$ cat src/rtl/ccc_lock_reset_ctrl.sv
// -----------------------------------------------------------------------------
// ccc_lock_reset_ctrl
//
// Reset sequencer for fabric logic that is clocked from the CCC global outputs.
// Runs from the free-running RC oscillator, so it keeps sequencing while the
// PLL is unlocked.
//
// Sequence:
//   1. Hold fabric and peripheral resets while the PLL is unlocked.
//   2. Require LOCK to stay high for LOCK_FILTER_CYCLES consecutive cycles.
//   3. Release FAB_RESET, then wait RELEASE_GAP cycles.
//   4. Wait (without timeout) for INIT_DONE, then release PERIPH_RESET and
//      raise READY.
//   Any lock loss after FAB_RESET has been released re-asserts both resets,
//   pulses LOCK_LOST and bumps a saturating loss counter.
//
// Ports:
//   CLK          in   free-running clock (RCOSC_25_50MHZ)
//   RESET        in   synchronous active-high reset
//   LOCK         in   CCC PLL lock, asynchronous to CLK
//   INIT_DONE    in   MSS/system init complete, asynchronous to CLK
//   CLEAR_COUNT  in   synchronous clear of LOSS_COUNT
//   FAB_RESET    out  active-high reset for fabric logic
//   PERIPH_RESET out  active-high reset for fabric peripherals
//   READY        out  high only while the sequence is complete (S_RUN)
//   LOCK_LOST    out  one-cycle pulse for each counted lock loss
//   LOSS_COUNT   out  saturating lock-loss count (8 bits)
//   STATE        out  current FSM state encoding, for debug
//
// Every output is a flop; nothing from an input reaches an output without
// passing through at least one register.
// -----------------------------------------------------------------------------
module ccc_lock_reset_ctrl #(
    parameter int SYNC_STAGES        = 2,     // 2..4
    parameter int LOCK_FILTER_CYCLES = 1024,  // 2..65535
    parameter int RELEASE_GAP        = 16     // 1..255
) (
    input  logic       CLK,
    input  logic       RESET,
    input  logic       LOCK,
    input  logic       INIT_DONE,
    input  logic       CLEAR_COUNT,
    output logic       FAB_RESET,
    output logic       PERIPH_RESET,
    output logic       READY,
    output logic       LOCK_LOST,
    output logic [7:0] LOSS_COUNT,
    output logic [2:0] STATE
);

    // -------------------------------------------------------------------------
    // State encodings. Codes 5..7 are unreachable but decode to S_HOLD.
    // -------------------------------------------------------------------------
    localparam logic [2:0] S_HOLD      = 3'd0;
    localparam logic [2:0] S_FILTER    = 3'd1;
    localparam logic [2:0] S_REL_FAB   = 3'd2;
    localparam logic [2:0] S_WAIT_INIT = 3'd3;
    localparam logic [2:0] S_RUN       = 3'd4;

    // Terminal counts for the lock filter and the release gap.
    localparam logic [15:0] FILT_LAST = 16'(LOCK_FILTER_CYCLES - 1);
    localparam logic [7:0]  GAP_LAST  = 8'(RELEASE_GAP - 1);

    // -------------------------------------------------------------------------
    // Input synchronizers. Bit 0 samples the raw input; the top bit is the
    // synchronized value used by the FSM.
    // -------------------------------------------------------------------------
    logic [SYNC_STAGES-1:0] lock_sync;
    logic [SYNC_STAGES-1:0] init_sync;
    logic                   lock_s;
    logic                   init_s;

    always_ff @(posedge CLK) begin
        if (RESET) begin
            lock_sync <= '0;
            init_sync <= '0;
        end else begin
            lock_sync <= {lock_sync[SYNC_STAGES-2:0], LOCK};
            init_sync <= {init_sync[SYNC_STAGES-2:0], INIT_DONE};
        end
    end

    assign lock_s = lock_sync[SYNC_STAGES-1];
    assign init_s = init_sync[SYNC_STAGES-1];

    // -------------------------------------------------------------------------
    // FSM state and counters
    // -------------------------------------------------------------------------
    logic [2:0]  state;
    logic [2:0]  next_state;
    logic [15:0] filt_cnt;
    logic [7:0]  gap_cnt;
    logic        loss;

    // A loss only counts once FAB_RESET has been released; dropping lock
    // while still filtering just restarts the filter.
    assign loss = ~lock_s & ((state == S_REL_FAB) |
                             (state == S_WAIT_INIT) |
                             (state == S_RUN));

    // Process 1: state register.
    always_ff @(posedge CLK) begin
        if (RESET) begin
            state <= S_HOLD;
        end else begin
            state <= next_state;
        end
    end

    // Filter and gap counters run only while their state persists, so each
    // starts from zero on entry to its state.
    always_ff @(posedge CLK) begin
        if (RESET) begin
            filt_cnt <= '0;
            gap_cnt  <= '0;
        end else begin
            if ((state == S_FILTER) && (next_state == S_FILTER)) begin
                filt_cnt <= filt_cnt + 16'd1;
            end else begin
                filt_cnt <= '0;
            end
            if ((state == S_REL_FAB) && (next_state == S_REL_FAB)) begin
                gap_cnt <= gap_cnt + 8'd1;
            end else begin
                gap_cnt <= '0;
            end
        end
    end

    // Process 2: next-state logic.
    always_comb begin
        next_state = state;
        case (state)
            S_HOLD: begin
                if (lock_s) begin
                    next_state = S_FILTER;
                end
            end
            S_FILTER: begin
                if (!lock_s) begin
                    next_state = S_HOLD;
                end else if (filt_cnt == FILT_LAST) begin
                    next_state = S_REL_FAB;
                end
            end
            S_REL_FAB: begin
                if (!lock_s) begin
                    next_state = S_HOLD;
                end else if (gap_cnt == GAP_LAST) begin
                    next_state = S_WAIT_INIT;
                end
            end
            S_WAIT_INIT: begin
                if (!lock_s) begin
                    next_state = S_HOLD;
                end else if (init_s) begin
                    next_state = S_RUN;
                end
            end
            S_RUN: begin
                // init_s is deliberately ignored here.
                if (!lock_s) begin
                    next_state = S_HOLD;
                end
            end
            default: begin
                next_state = S_HOLD;
            end
        endcase
    end

    // Process 3: output logic. Outputs are decoded from next_state and then
    // registered, so they change on the same edge as the state they describe.
    logic       fab_reset_d;
    logic       periph_reset_d;
    logic       ready_d;
    logic       lock_lost_d;
    logic [7:0] count_base;
    logic [7:0] loss_count_d;

    always_comb begin
        fab_reset_d    = 1'b1;
        periph_reset_d = 1'b1;
        ready_d        = 1'b0;
        lock_lost_d    = loss;
        count_base     = CLEAR_COUNT ? 8'd0 : LOSS_COUNT;
        loss_count_d   = count_base;

        case (next_state)
            S_REL_FAB, S_WAIT_INIT: begin
                fab_reset_d = 1'b0;
            end
            S_RUN: begin
                fab_reset_d    = 1'b0;
                periph_reset_d = 1'b0;
                ready_d        = 1'b1;
            end
            default: begin
                fab_reset_d    = 1'b1;
                periph_reset_d = 1'b1;
            end
        endcase

        // Clear is applied before the increment, so clear + loss gives 1.
        if (loss && (count_base != 8'hFF)) begin
            loss_count_d = count_base + 8'd1;
        end
    end

    always_ff @(posedge CLK) begin
        if (RESET) begin
            FAB_RESET    <= 1'b1;
            PERIPH_RESET <= 1'b1;
            READY        <= 1'b0;
            LOCK_LOST    <= 1'b0;
            LOSS_COUNT   <= 8'd0;
        end else begin
            FAB_RESET    <= fab_reset_d;
            PERIPH_RESET <= periph_reset_d;
            READY        <= ready_d;
            LOCK_LOST    <= lock_lost_d;
            LOSS_COUNT   <= loss_count_d;
        end
    end

    assign STATE = state;

endmodule

$ cat config.mk
export PLATFORM = sky130hd
export DESIGN_NAME = ccc_lock_reset_ctrl
export DESIGN_NICKNAME = d
export VERILOG_FILES = /design/src/rtl/ccc_lock_reset_ctrl.sv
export SDC_FILE = /design/constraint.sdc
export NUM_CORES = 1
export LEC_CHECK = 0
export CORE_AREA = 3 3 64 66
export CTS_BUF_LIST = sky130_fd_sc_hd__clkbuf_8
export CTS_CLUSTER_SIZE = 8
export DETAILED_ROUTE_END_ITERATION = 16
export DIE_AREA = 0 0 67 69
export PLACE_DENSITY = 0.75
export SLEW_MARGIN = 20
export SYNTH_ARGS = -nofsm -noshare
export SYNTH_HDL_FRONTEND = slang
export SYNTH_SLANG_ARGS = --single-unit
$ cat constraint.sdc
create_clock -name CLK -period 1.9 [get_ports CLK]
set_clock_uncertainty 0.2 [all_clocks]
set_input_delay 0.19 -clock CLK [delete_from_list [all_inputs] [get_ports CLK]]
set_output_delay 0.19 -clock CLK [all_outputs]
set_load 0.1 [all_outputs]
==> flow_metrics.tcl, run 1 <==
set metrics [dict create \
    crit_type "register to register" \
    synth_seq_cells 43 \
    n_antenna_cell 0 \
    io_pins 20 \
    critPathArrivalTime_ns 1.80 \
    num_vias 1543 \
    root_buffer "clkbuf_8" \
    final_nets 254 \
    finalNonFillerCells 295 \
    ant_nets 0 \
    vdd_drop_max_v 0.0006995 \
    gp_congestion 0.8297 \
    fmax_ghz 0.5517 \
    clock-sinks 43 \
    end_kind "register" \
    hp-class "input port to register" \
    placed_cells 285 \
    fin_crit_sh_pct 95.40 \
    syn_area_per_cell_um2 9.130 \
    start_util_pct 50.76 \
    dr.pass1.iters 4 \
    drtIter0Drc 69 \
    cpMaxStageDelayCell "dfxtp_4" \
    grt_max_degree 17 \
    whs_ns 0.2292 \
    async_flop_share_pct 0 \
    cts_tree "done" \
    setup_violations 0 \
    grt_usage_pct 17.98 \
    syn-num-nets 210 \
    grt_pass1_wl_mm 6.555 \
    wl_mm 3.731 \
    setup_tns_ns 0 \
    synth_cell_types 44 \
    drive_gt1_share_pct 29.15 \
    post-place-ws_ns -0.1747 \
    p_leak_nw 0.8748 \
    cts_buffer_depth 2 \
    drv_cap 0 \
    syn-cell-area_um2 1844 \
    fin_ws_ns 0.08740 \
    coreArea_um2 3633 \
    drv_slew 0 \
    fp.dieArea_um2 4623 \
    final_common_cell "nor2_1" \
    final_cell_mix "nor2_1 (32), dfxtp_1 (31), buf_4 (26), xnor2_1 (16), nand3_1 (12)" \
    io_buffers 19 \
    post-route-drc-count 0 \
    cts_made_buffers 5 \
    synth_edf_count 0 \
    fin_crit_ns 1.813 \
    die_h_um 69 \
    yosys_most_used_dff "dfxtp_1" \
    path_max_fanout 4 \
    cts.clk_slew.worst_paths_ns 0.08 \
    slowest_delay_ns 0.36 \
    grt_overflow 0 \
    postSynthCellCount 202 \
    areaGrowthSynthToFinish_pct 35.62 \
    cts_max_level 2 \
    clk_latency_ns 0.30 \
    final_util_pct 68.84 \
    ys_warn_count 0 \
    cp.required_ns 1.89 \
    worst-slew-pin-transition_ns 0.3978 \
    hold_viol 0 \
    vias_per_cell 5.231 \
    status "completed" \
    path_cells "nor2b_2 -> ha_2 -> nand2_2 -> nor4_4 -> buf_4 -> o311ai_1 -> o41ai_1" \
    row_count 22 \
    nFillCells 303 \
    antenna_found_initial 0 \
    powerDensity_nw_per_um2 661.9 \
    ys_seq_area_share_pct 46.68 \
    slew_headroom_pct 73.23 \
    die_w_um 67 \
    grt_pass1_vias 1444 \
    cp-start-kind "register" \
    wl_per_cell_um 12.65 \
    dp_hpwl_mm 2.663 \
]
## cells by family after synthesis
family          after synthesis  share of synthesized area (%)
compound gates               27                          11.26
xor+xnor                     20                          9.498
fa+ha+maj                     3                          2.035
buf+inv                      11                          2.849
flops                        43                          46.68
simple gates                 98                          27.68
## synth_stat cells (2+ instances only)
library cell / number / area share [%]
nand3_1: 12 / 3.3
nand4b_1: 3 / 1.4
nand4_1: 4 / 1.4
nor3b_1: 2 / 0.81
a31o_2: 2 / 0.95
nand3b_1: 2 / 0.81
nor2_1: 32 / 6.5
o21ai_0: 2 / 0.54
nand2_1: 9 / 1.8
nor4_1: 8 / 2.7
or3_1: 2 / 0.68
nand2b_1: 2 / 0.68
a211oi_2: 2 / 1.4
and3_1: 2 / 0.68
ha_1: 3 / 2.0
nor2b_1: 7 / 2.4
xnor2_1: 16 / 7.6
nor3_1: 6 / 1.6
a21oi_1: 7 / 1.9
inv_1: 8 / 1.6
a31oi_1: 2 / 0.68
xor2_1: 4 / 1.9
or2b_1: 2 / 0.81
dfxtp_1: 43 / 47
## report_power, final
group,switching [mW],total (mW),internal (mW)
Clock,0.322,0.713,0.391
Combinational,0.0189,0.0419,0.0231
Sequential,0.00231,0.900,0.898
## critical path: cells and delay by family, from the launching register on
kind | cells | cell delay, ns
AND/OR/NAND/NOR | 3 | 0.57
flip-flops | 1 | 0.36
adder cells (fa/ha/maj) | 1 | 0.20
buffers and inverters | 1 | 0.19
AO/OA/AOI/OAI | 2 | 0.18
## flip-flops by register name, indices dropped and copies added, names as in the netlist
signal,cells
FAB_RESET,1
LOCK_LOST,1
LOSS_COUNT,8
PERIPH_RESET,1
READY,1
STATE,3
filt_cnt,16
gap_cnt,8
init_sync,2
lock_sync,2
## repair_timing
item | in CTS | in global routing
endpoints found under the setup margin | 0 | 25
buffers inserted | 0 | 2
gates resized for setup | 0 | 10
hold buffers | 0 | 0
## per-layer routing
| metal | share of wire, % | track usage (%) | vias to the layer above | wire [um] |
|---|---|---|---|---|
| met1 | 48 | 25.10 | 695 | 1794 |
| met2 | 46 | 27.29 | 34 | 1702 |
| met4 | 1.2 | 4.730 | 0 | 46 |
| met3 | 5.0 | 4.723 | 7 | 187 |
| met5 | 0 | 0 | - | 0 |
| li1 | - | - | 807 | - |
## area by class of cell
type                       instances  area, um^2  area share [%]
clock inverter                     3       43.79           1.751
clock buffer                       5       68.82           2.751
inverter                           8       30.03           1.201
sequential                        43       888.4           35.52
timing repair buffer              40       437.9           17.51
tap                               48       60.06           2.401
multi-input combinational        148       972.2           38.87
## per-stage QoR
step / total power [mW] / instance area (um^2)
after floorplan: 0.9382 / 1886
after global placement: 0.9631 / 2344
after detailed placement: 0.9638 / 2344
after CTS: 1.666 / 2456
after global routing: 1.701 / 2501
final: 1.655 / 2501
## worst paths after layout
kind | slack (ns) | start | depth (start not counted) | to
hold reg to reg | 0.24 | init_sync[0] | 1 | init_sync[1]
setup / recovery | 0.09 | LOSS_COUNT[1] | 7 | LOSS_COUNT[3]
hold / removal | 0.23 | CLEAR_COUNT | 5 | LOSS_COUNT[0]
setup reg to reg | 0.09 | LOSS_COUNT[1] | 7 | LOSS_COUNT[3]
(Power assumes the default switching activity.)
==> run 2, diff against run 1 <==
--- a/config.mk
+++ b/config.mk
@@ -5,12 +5,12 @@
 export SDC_FILE = /design/constraint.sdc
 export NUM_CORES = 1
 export LEC_CHECK = 0
-export CORE_AREA = 3 3 64 66
+export CORE_AREA = 3 3 59 61
 export CTS_BUF_LIST = sky130_fd_sc_hd__clkbuf_8
 export CTS_CLUSTER_SIZE = 8
 export DETAILED_ROUTE_END_ITERATION = 16
-export DIE_AREA = 0 0 67 69
-export PLACE_DENSITY = 0.75
+export DIE_AREA = 0 0 62 64
+export PLACE_DENSITY = 0.84
 export SLEW_MARGIN = 20
 export SYNTH_ARGS = -nofsm -noshare
 export SYNTH_HDL_FRONTEND = slang
==> constraint.sdc (replaced) <==
create_clock -name CLK -period 2.2 [get_ports CLK]
set_clock_uncertainty 0.2 [all_clocks]
set_input_delay 0.22 -clock CLK [delete_from_list [all_inputs] [get_ports CLK]]
set_output_delay 0.22 -clock CLK [all_outputs]
set_load 0.1 [all_outputs]
==> flow_metrics.tcl, run 2 (synthesized netlist as in run 1, its figures left out) <==
set metrics [dict create \
    status "completed" \
    cp-start-kind "register" \
    wl_per_cell_um 12.88 \
    grt_pass1_wl_mm 6.279 \
    slew_headroom_pct 66.21 \
    die_h_um 64 \
    hp-class "register to register" \
    clk_latency_ns 0.29 \
    cts_tree "done" \
    io_pins 20 \
    critPathArrivalTime_ns 1.97 \
    crit_buf_inv 0 \
    nFillCells 239 \
    ant_nets 0 \
    powerDensity_nw_per_um2 636.3 \
    cp.required_ns 2.17 \
    cts.clk_slew.worst_paths_ns 0.08 \
    grt_overflow 0 \
    cpMaxStageDelayCell "or3b_1" \
    drv_slew 0 \
    postCtsSetupBuffers 0 \
    antenna_found_initial 0 \
    areaGrowthSynthToFinish_pct 20.15 \
    end_kind "register" \
    path_delay_family "compound AO/OA/AOI/OAI gates" \
    regMostFlops "filt_cnt" \
    io_buffers 19 \
    final_cell_mix "dfxtp_1 (35), nor2_1 (32), buf_4 (22), xnor2_1 (16), nand3_1 (12)" \
    crit_type "register to register" \
    fin_crit_sh_pct 91.24 \
    fmax_ghz 0.4982 \
    vias_per_cell 5.480 \
    final_util_pct 73.18 \
    coreArea_um2 3028 \
    cts_max_level 2 \
    drtIter0Drc 62 \
    final_nets 240 \
    wl_mm 3.568 \
    path_max_fanout 9 \
    row_count 20 \
    cts_made_buffers 5 \
    holdBufCountCts 0 \
    clock-sinks 43 \
    post-place-ws_ns -0.06386 \
    p_leak_nw 0.7358 \
    worst-slew-pin-transition_ns 0.5027 \
    drive_gt1_share_pct 19.74 \
    gp_congestion 0.7764 \
    start_util_pct 60.91 \
    root_buffer "clkbuf_8" \
    vdd_drop_max_v 0.0004770 \
    grt_pass1_vias 1489 \
    largest_reg_flops 16 \
    drv_cap 0 \
    rsz0062_at_grt "no" \
    fin_crit_ns 2.007 \
    dr.pass1.iters 4 \
    dp_hpwl_mm 2.601 \
    fp.dieArea_um2 3968 \
    die_w_um 62 \
    setup_violations 0 \
    num_vias 1518 \
    slowest_delay_ns 0.51 \
    top_regs "filt_cnt x16, LOSS_COUNT x8, gap_cnt x8" \
    final_common_cell "dfxtp_1" \
    n_antenna_cell 0 \
    path_cells "or3b_1 -> a21o_4 -> o311ai_0 -> o41ai_1" \
    grt_usage_pct 20.58 \
    grt_max_degree 17 \
    cts_resized 0 \
    hold_viol 0 \
    fin_ws_ns 0.1926 \
    post-route-drc-count 0 \
    cts_buffer_depth 2 \
]
[run 2: cell count changes in the layout (fill, tap and decap cells not counted), moves of 3 or more]
cell,change
dfxtp_4,-3
buf_12,-10
dfxtp_1,+4
buf_4,-4
[run 2: routing by layer]
metal	global-route usage (%)	up-vias	part of all wire (%)
met5	0	-	0
met4	7.162	0	1.3
met3	5.455	5	4.0
met2	34.20	25	50
met1	24.78	719	45
li1	-	769	-
[run 2: path summary, 6_finish.rpt]
path | slack (ns) | cells after the start | end | startpoint
worst min-delay path | 0.25 | 1 | lock_sync[1] | lock_sync[0]
worst max register to register | 0.19 | 4 | LOSS_COUNT[3] | STATE[1]
worst min register to register | 0.25 | 1 | lock_sync[1] | lock_sync[0]
worst max-delay path | 0.19 | 4 | LOSS_COUNT[3] | STATE[1]
[run 2: cell type report]
cell class                 count  area, um^2  area share (%)
clock buffer                   5       68.82           3.106
clock inverter                 3       43.79           1.976
inverter                       8       30.03           1.355
multi-input combinational    148       937.1           42.29
sequential                    43       875.8           39.53
tap                           44       55.05           2.484
timing repair buffer          26       205.2           9.260
[run 2: report_power, final]
part | switching [mW] | internal (mW) | leakage [nW]
logic | 0.0147 | 0.0149 | 0.326
registers | 0.00270 | 0.779 | 0.352
clock network | 0.261 | 0.338 | 0.0581
[run 2: per-stage QoR]
stage	std cells	hold slack, ns	total power, mW	instance area, um^2	setup TNS (ns)
after floorplan	202	0.1482	0.8136	1866	0
after global placement	269	0.2157	0.8280	2103	0
after detailed placement	269	0.2330	0.8292	2103	-0.07336
after CTS	277	0.2538	1.421	2216	0
after global routing	277	0.2681	1.460	2216	0
final	277	0.2473	1.410	2216	0
